--- src/rtl/pipe_pkg.sv ---
// Shared definitions for the pipeline hazard/stall controller: FSM encoding,
// sequencing limits and a saturating counter helper.
package pipe_pkg;

    typedef enum logic [1:0] {
        INIT     = 2'd0,
        RUN      = 2'd1,
        MEM_WAIT = 2'd2
    } state_e;

    localparam int unsigned INIT_CYCLES = 2;
    localparam logic [1:0]  INIT_LAST   = 2'(INIT_CYCLES - 1);
    localparam logic [7:0]  WAIT_LIMIT  = 8'd255;
    localparam logic [15:0] CNT_MAX     = 16'hFFFF;

    function automatic logic [15:0] sat_inc(input logic [15:0] value);
        return (value == CNT_MAX) ? value : value + 16'd1;
    endfunction

endpackage

--- src/rtl/hazard_detect.sv ---
// Load-use hazard compare: the load in EX writes a register the instruction in ID reads.
module hazard_detect (
    input  logic       EX_MemRead_i,
    input  logic [4:0] EX_Rd_i,
    input  logic [4:0] ID_Rs1_i,
    input  logic [4:0] ID_Rs2_i,
    output logic       LoadUse_o
);

    // x0 is hardwired to zero, so a load targeting it never creates a dependency.
    assign LoadUse_o = EX_MemRead_i && (EX_Rd_i != 5'd0) &&
                       ((EX_Rd_i == ID_Rs1_i) || (EX_Rd_i == ID_Rs2_i));

endmodule

--- src/rtl/pipeline_ctrl.sv ---
// Pipeline control: start-up sequencing, load-use stalls, branch flushes,
// memory-wait freezes with a sticky timeout, and saturating event counters.
module pipeline_ctrl
    import pipe_pkg::*;
(
    input  logic        clk_i,
    input  logic        rst_i,
    input  logic [4:0]  ID_Rs1_i,
    input  logic [4:0]  ID_Rs2_i,
    input  logic [4:0]  EX_Rd_i,
    input  logic        EX_MemRead_i,
    input  logic        Branch_i,
    input  logic        MemBusy_i,
    output logic        PCWrite_o,
    output logic        IFIDWrite_o,
    output logic        IFIDFlush_o,
    output logic        IDEXBubble_o,
    output logic        Freeze_o,
    output logic [15:0] StallCnt_o,
    output logic [15:0] FlushCnt_o,
    output logic        Timeout_o
);

    state_e      state_q, state_d;
    logic [1:0]  init_cnt_q, init_cnt_d;
    logic [7:0]  wait_cnt_q, wait_cnt_d;
    logic [15:0] stall_cnt_q, stall_cnt_d;
    logic [15:0] flush_cnt_q, flush_cnt_d;
    logic        timeout_q, timeout_d;
    logic        load_use;

    hazard_detect u_hazard_detect (
        .EX_MemRead_i (EX_MemRead_i),
        .EX_Rd_i      (EX_Rd_i),
        .ID_Rs1_i     (ID_Rs1_i),
        .ID_Rs2_i     (ID_Rs2_i),
        .LoadUse_o    (load_use)
    );

    always_comb begin
        // NOTE: every signal gets a default before the case so no path leaves one unassigned (no latches).
        state_d      = state_q;
        init_cnt_d   = init_cnt_q;
        wait_cnt_d   = wait_cnt_q;
        timeout_d    = timeout_q;
        PCWrite_o    = 1'b0;
        IFIDWrite_o  = 1'b0;
        IFIDFlush_o  = 1'b0;
        IDEXBubble_o = 1'b0;
        Freeze_o     = 1'b0;

        case (state_q)
            INIT: begin
                IDEXBubble_o = 1'b1;
                if (init_cnt_q == INIT_LAST) begin
                    state_d    = RUN;
                    init_cnt_d = '0;
                end else begin
                    init_cnt_d = init_cnt_q + 2'd1;
                end
            end

            RUN, MEM_WAIT: begin
                if (MemBusy_i) begin
                    Freeze_o = 1'b1;
                    if (state_q == RUN) begin
                        state_d    = MEM_WAIT;
                        wait_cnt_d = '0;
                    end else begin
                        wait_cnt_d = (wait_cnt_q == WAIT_LIMIT) ? wait_cnt_q : wait_cnt_q + 8'd1;
                        timeout_d  = timeout_q || (wait_cnt_d == WAIT_LIMIT);
                    end
                end else begin
                    // Memory released: the normal RUN rules apply in this same cycle.
                    state_d = RUN;
                    if (load_use) begin
                        IDEXBubble_o = 1'b1;
                    end else begin
                        PCWrite_o   = 1'b1;
                        IFIDWrite_o = 1'b1;
                        IFIDFlush_o = Branch_i;
                    end
                end
            end

            default: state_d = INIT;
        endcase

        stall_cnt_d = ((state_q != INIT) && !PCWrite_o) ? sat_inc(stall_cnt_q) : stall_cnt_q;
        flush_cnt_d = IFIDFlush_o ? sat_inc(flush_cnt_q) : flush_cnt_q;
    end

    // NOTE: sequential state uses non-blocking assignments so all registers update together at the edge.
    always_ff @(posedge clk_i or posedge rst_i) begin
        if (rst_i) begin
            state_q     <= INIT;
            init_cnt_q  <= '0;
            wait_cnt_q  <= '0;
            stall_cnt_q <= '0;
            flush_cnt_q <= '0;
            timeout_q   <= 1'b0;
        end else begin
            state_q     <= state_d;
            init_cnt_q  <= init_cnt_d;
            wait_cnt_q  <= wait_cnt_d;
            stall_cnt_q <= stall_cnt_d;
            flush_cnt_q <= flush_cnt_d;
            timeout_q   <= timeout_d;
        end
    end

    assign StallCnt_o = stall_cnt_q;
    assign FlushCnt_o = flush_cnt_q;
    assign Timeout_o  = timeout_q;

endmodule

--- config.mk ---
export PLATFORM = sky130hd
export DESIGN_NAME = pipeline_ctrl
export DESIGN_NICKNAME = d
export VERILOG_FILES = /design/src/rtl/pipe_pkg.sv /design/src/rtl/hazard_detect.sv /design/src/rtl/pipeline_ctrl.sv
export SDC_FILE = /design/constraint.sdc
export NUM_CORES = 1
export LEC_CHECK = 0
export CAP_MARGIN = 20
export CORE_UTILIZATION = 30
export DETAILED_ROUTE_END_ITERATION = 10
export HOLD_SLACK_MARGIN = 0.05
export PLACE_DENSITY = 0.54
export SLEW_MARGIN = 20
export SYNTH_ARGS = -nofsm -noshare
export SYNTH_HDL_FRONTEND = slang
export SYNTH_SLANG_ARGS = --single-unit
--- constraint.sdc ---
create_clock -name clk_i -period 2.1 [get_ports clk_i]
set_clock_uncertainty 0.1 [all_clocks]
set_input_delay 0.42 -clock clk_i [delete_from_list [all_inputs] [get_ports clk_i]]
set_output_delay 0.42 -clock clk_i [all_outputs]
set_load 0.02 [all_outputs]
==> qor.txt <==
Status = complete, but fails checks
Failing checks = setup timing
Crit share post-route = 1.03
Static Leak = 0.00170 uW
1st-iter DRT viols = 95
Die footprint = 0.00907 mm2
Mapped Area = 0.00261 mm2
Grt total ovfl = 0
Max_cap viols = 0
Clock sinks = 45
Layout Nets = 392
Final WS setup = -0.0596 ns
GP Congestion = 0.788
Pin count of the biggest net entering global routing = 46
CTS Buf Count = 5
Root buffer cell = clkbuf_8
Core area = 0.00830 mm2
Synthesis warning total = 0
Antenna Nets Post-Route = 0
Drt pass-1 iters = 4
CTS tree = built
WP data arrival = 1.64 ns
Req. time, crit path = 1.58 ns
Synth area leader = dfrtp_1
Seq/Total Area, Yosys = 0.432
Cts-stage hold buffer count = 0
Fmax = 0.463 GHz
Max IR drop VDD = 0.000627 V
Maximum level of the CTS H-tree = 2
Clk buf depth = 2
Hold Violations, Final = 0
Total of fill cells in the finished design = 785
Dpl hpwl = 4470 um
Mapped Cells = 261
Final number of setup-violating endpoints = 5
PortBufs = 57
Vias in the first global route = 2,091
Crit path max-delay family = simple AND/OR/NAND/NOR gates
Register-to-Register Path Depth = 8
Register bit total from synthesis = 45
First-pass GRT wire length = 10,000 um
Initial Util = 0.314
Ant. Diodes = 0
Worst-path clk slew = 0.09 ns
Top cell type's share of synthesized area = 0.432
Worst-Margin Slew = 0.414 ns
Async set-reset flop share out of synthesis = 1.00
Ranking of synthesized cells by area = dfrtp_1, xor2_1, xnor2_1
Critical path launch point type = primary input
GRT Util Overall = 0.142
Reg2reg end = StallCnt_o[1]
Chip Width = 95.3 um
Worst Hold Class = primary input to asynchronous set/reset pin
Fin crit period = 2.16 ns
Detailed-route DRC error count = 0
Slowest-stage cell, CP = or4_4
Routed WL per cell = 12.8 um
Setup WS pre-CTS = -0.921 ns
Slew margin rel. = 0.723
Count leader, synth = dfrtp_1
Crit path max fanout = 3
FF-to-FF Start = state_q[0]
P&R area growth vs syn = 45.1%
Syn_nets = 287
Top cells by instance count after synthesis = dfrtp_1, nand2_1, xor2_1
Number of buffers and inverters on the critical path = 2
Largest stage delay on the critical path = 0.54 ns
Crit-path cells = buf_8 > or4_4 > o21ai_4 > nor2_2 > a21oi_2 > nor2_1 > buf_4
IO Count = 58
Critical path type = primary input to output pin
Power Density = 947 mW/mm2
Layout cells sized above 1 = 0.283
Post-synth cell types = 51
Via count = 2,250
Post-synth EDFFs = 0
Via density = 4.77
Clk_lat worst skew = 0.30 ns
WL final = 6030 um
Unrepaired setup endpoints after global routing = yes
CP endpoint kind = output pin
FP Rows = 33
Initial antenna violation count = 0
Mean post-synth cell area = 10.0 um2
Die height = 95.3 um
Ys flop type = dfrtp_1
Reg2Reg Setup Slack = 0 ns
Tot Pwr = 3590 uW
Slew Limit Fails = 0
[stage by stage]
stage | area (um2) | TNS, ns | util | cells | hold slack (ns)
6_report | 3780 | -0.206 | 0.456 | 472 | 0.368
3_3_place_gp | 3600 | -19.30 | 0.434 | 459 | 0.349
5_1_grt | 3780 | -0.637 | 0.456 | 472 | 0.398
3_5_place_dp | 3600 | -20.05 | 0.434 | 459 | 0.360
2_1_floorplan | 2620 | -0.0356 | - | 261 | 0.358
4_1_cts | 3730 | -0.259 | 0.450 | 469 | 0.372
[layout by cell type (no fill, tap or decap), drive strengths merged, types with 3 or more instances in the layout]
| master | netlist | routed |
|---|---|---|
| buf | 2 | 57 |
| nand4 | 12 | 12 |
| dfrtp | 45 | 45 |
| ha | 6 | 6 |
| a31oi | 3 | 3 |
| o21ai | 15 | 15 |
| a21oi | 12 | 12 |
| inv | 10 | 11 |
| dlygate4sd2 | 0 | 4 |
| mux2 | 3 | 3 |
| nor3 | 9 | 9 |
| clkinv | 2 | 3 |
| clkdlybuf4s50 | 0 | 37 |
| nor4 | 4 | 4 |
| xnor2 | 14 | 14 |
| nand2 | 28 | 28 |
| clkbuf | 4 | 9 |
| xor2 | 27 | 27 |
| and3 | 3 | 3 |
| nor2 | 20 | 20 |
| nand3 | 14 | 14 |
[worst max path at each step]
| stage | start | end | cells past startpoint |
|---|---|---|---|
| finish | EX_Rd_i[0] | IDEXBubble_o | 7 |
| CTS | EX_Rd_i[3] | IDEXBubble_o | 7 |
| global placement | EX_Rd_i[0] | IDEXBubble_o | 7 |
| global route | EX_Rd_i[0] | IDEXBubble_o | 7 |
| detailed placement | EX_Rd_i[0] | IFIDFlush_o | 6 |
| floorplan | state_q[0] | StallCnt_o[4] | 9 |
[power breakdown]
part           internal [uW]  switching [uW]
Sequential              1030             148
Clock                    237             316
Combinational            916             941
[repair_timing]
item | in CTS | in global routing
pin swaps | 16 | 20
buffers inserted | 2 | 3
hold endpoints to repair | 0 | 0
resized for setup | 68 | 22
setup endpoints to repair | 37 | 19
[sequential cells by signal (all words and copies together) (netlist names)]
signal,cells
FlushCnt_o,16
StallCnt_o,16
wait_cnt_q,8
init_cnt_q,2
state_q,2
Timeout_o,1
[tightest hold or removal path: stages]
cell and delay, ns:
clkdlybuf4s50_1 0.41, inv_2 0.07, buf_12 0.24
[per-layer routing]
metal,share of wire,routed length [um],up-vias,track usage
met5,0,0,-,0
met4,0.0058,35,0,0.0303
met3,0.053,319,4,0.0383
met2,0.46,2800,51,0.233
met1,0.48,2870,1072,0.187
li1,-,-,1123,-
[cells by family (layout without fill, tap and decap cells)]
kind of cell             Yosys count  in the layout  synth area share
AO/OA/AOI/OAI                     45             45             0.138
XOR/XNOR                          41             41             0.138
adder cells (fa/ha/maj)            6              6            0.0288
buffers and inverters             18            124            0.0307
flip-flops                        45             45             0.432
multiplexers                       3              3            0.0129
AND/OR/NAND/NOR                  103            103             0.220
[final cells by class]
type	instances	area, um2	area share
Inverter	12	45.0	0.0119
Clock inverter	3	21.3	0.00562
Timing Repair Buffer	104	928	0.245
Clock buffer	5	68.8	0.0182
Multi-Input combinational cell	198	1460	0.387
Tap cell	105	131	0.0347
Sequential cell	45	1130	0.298
Power figures use the tool's default switching activity.
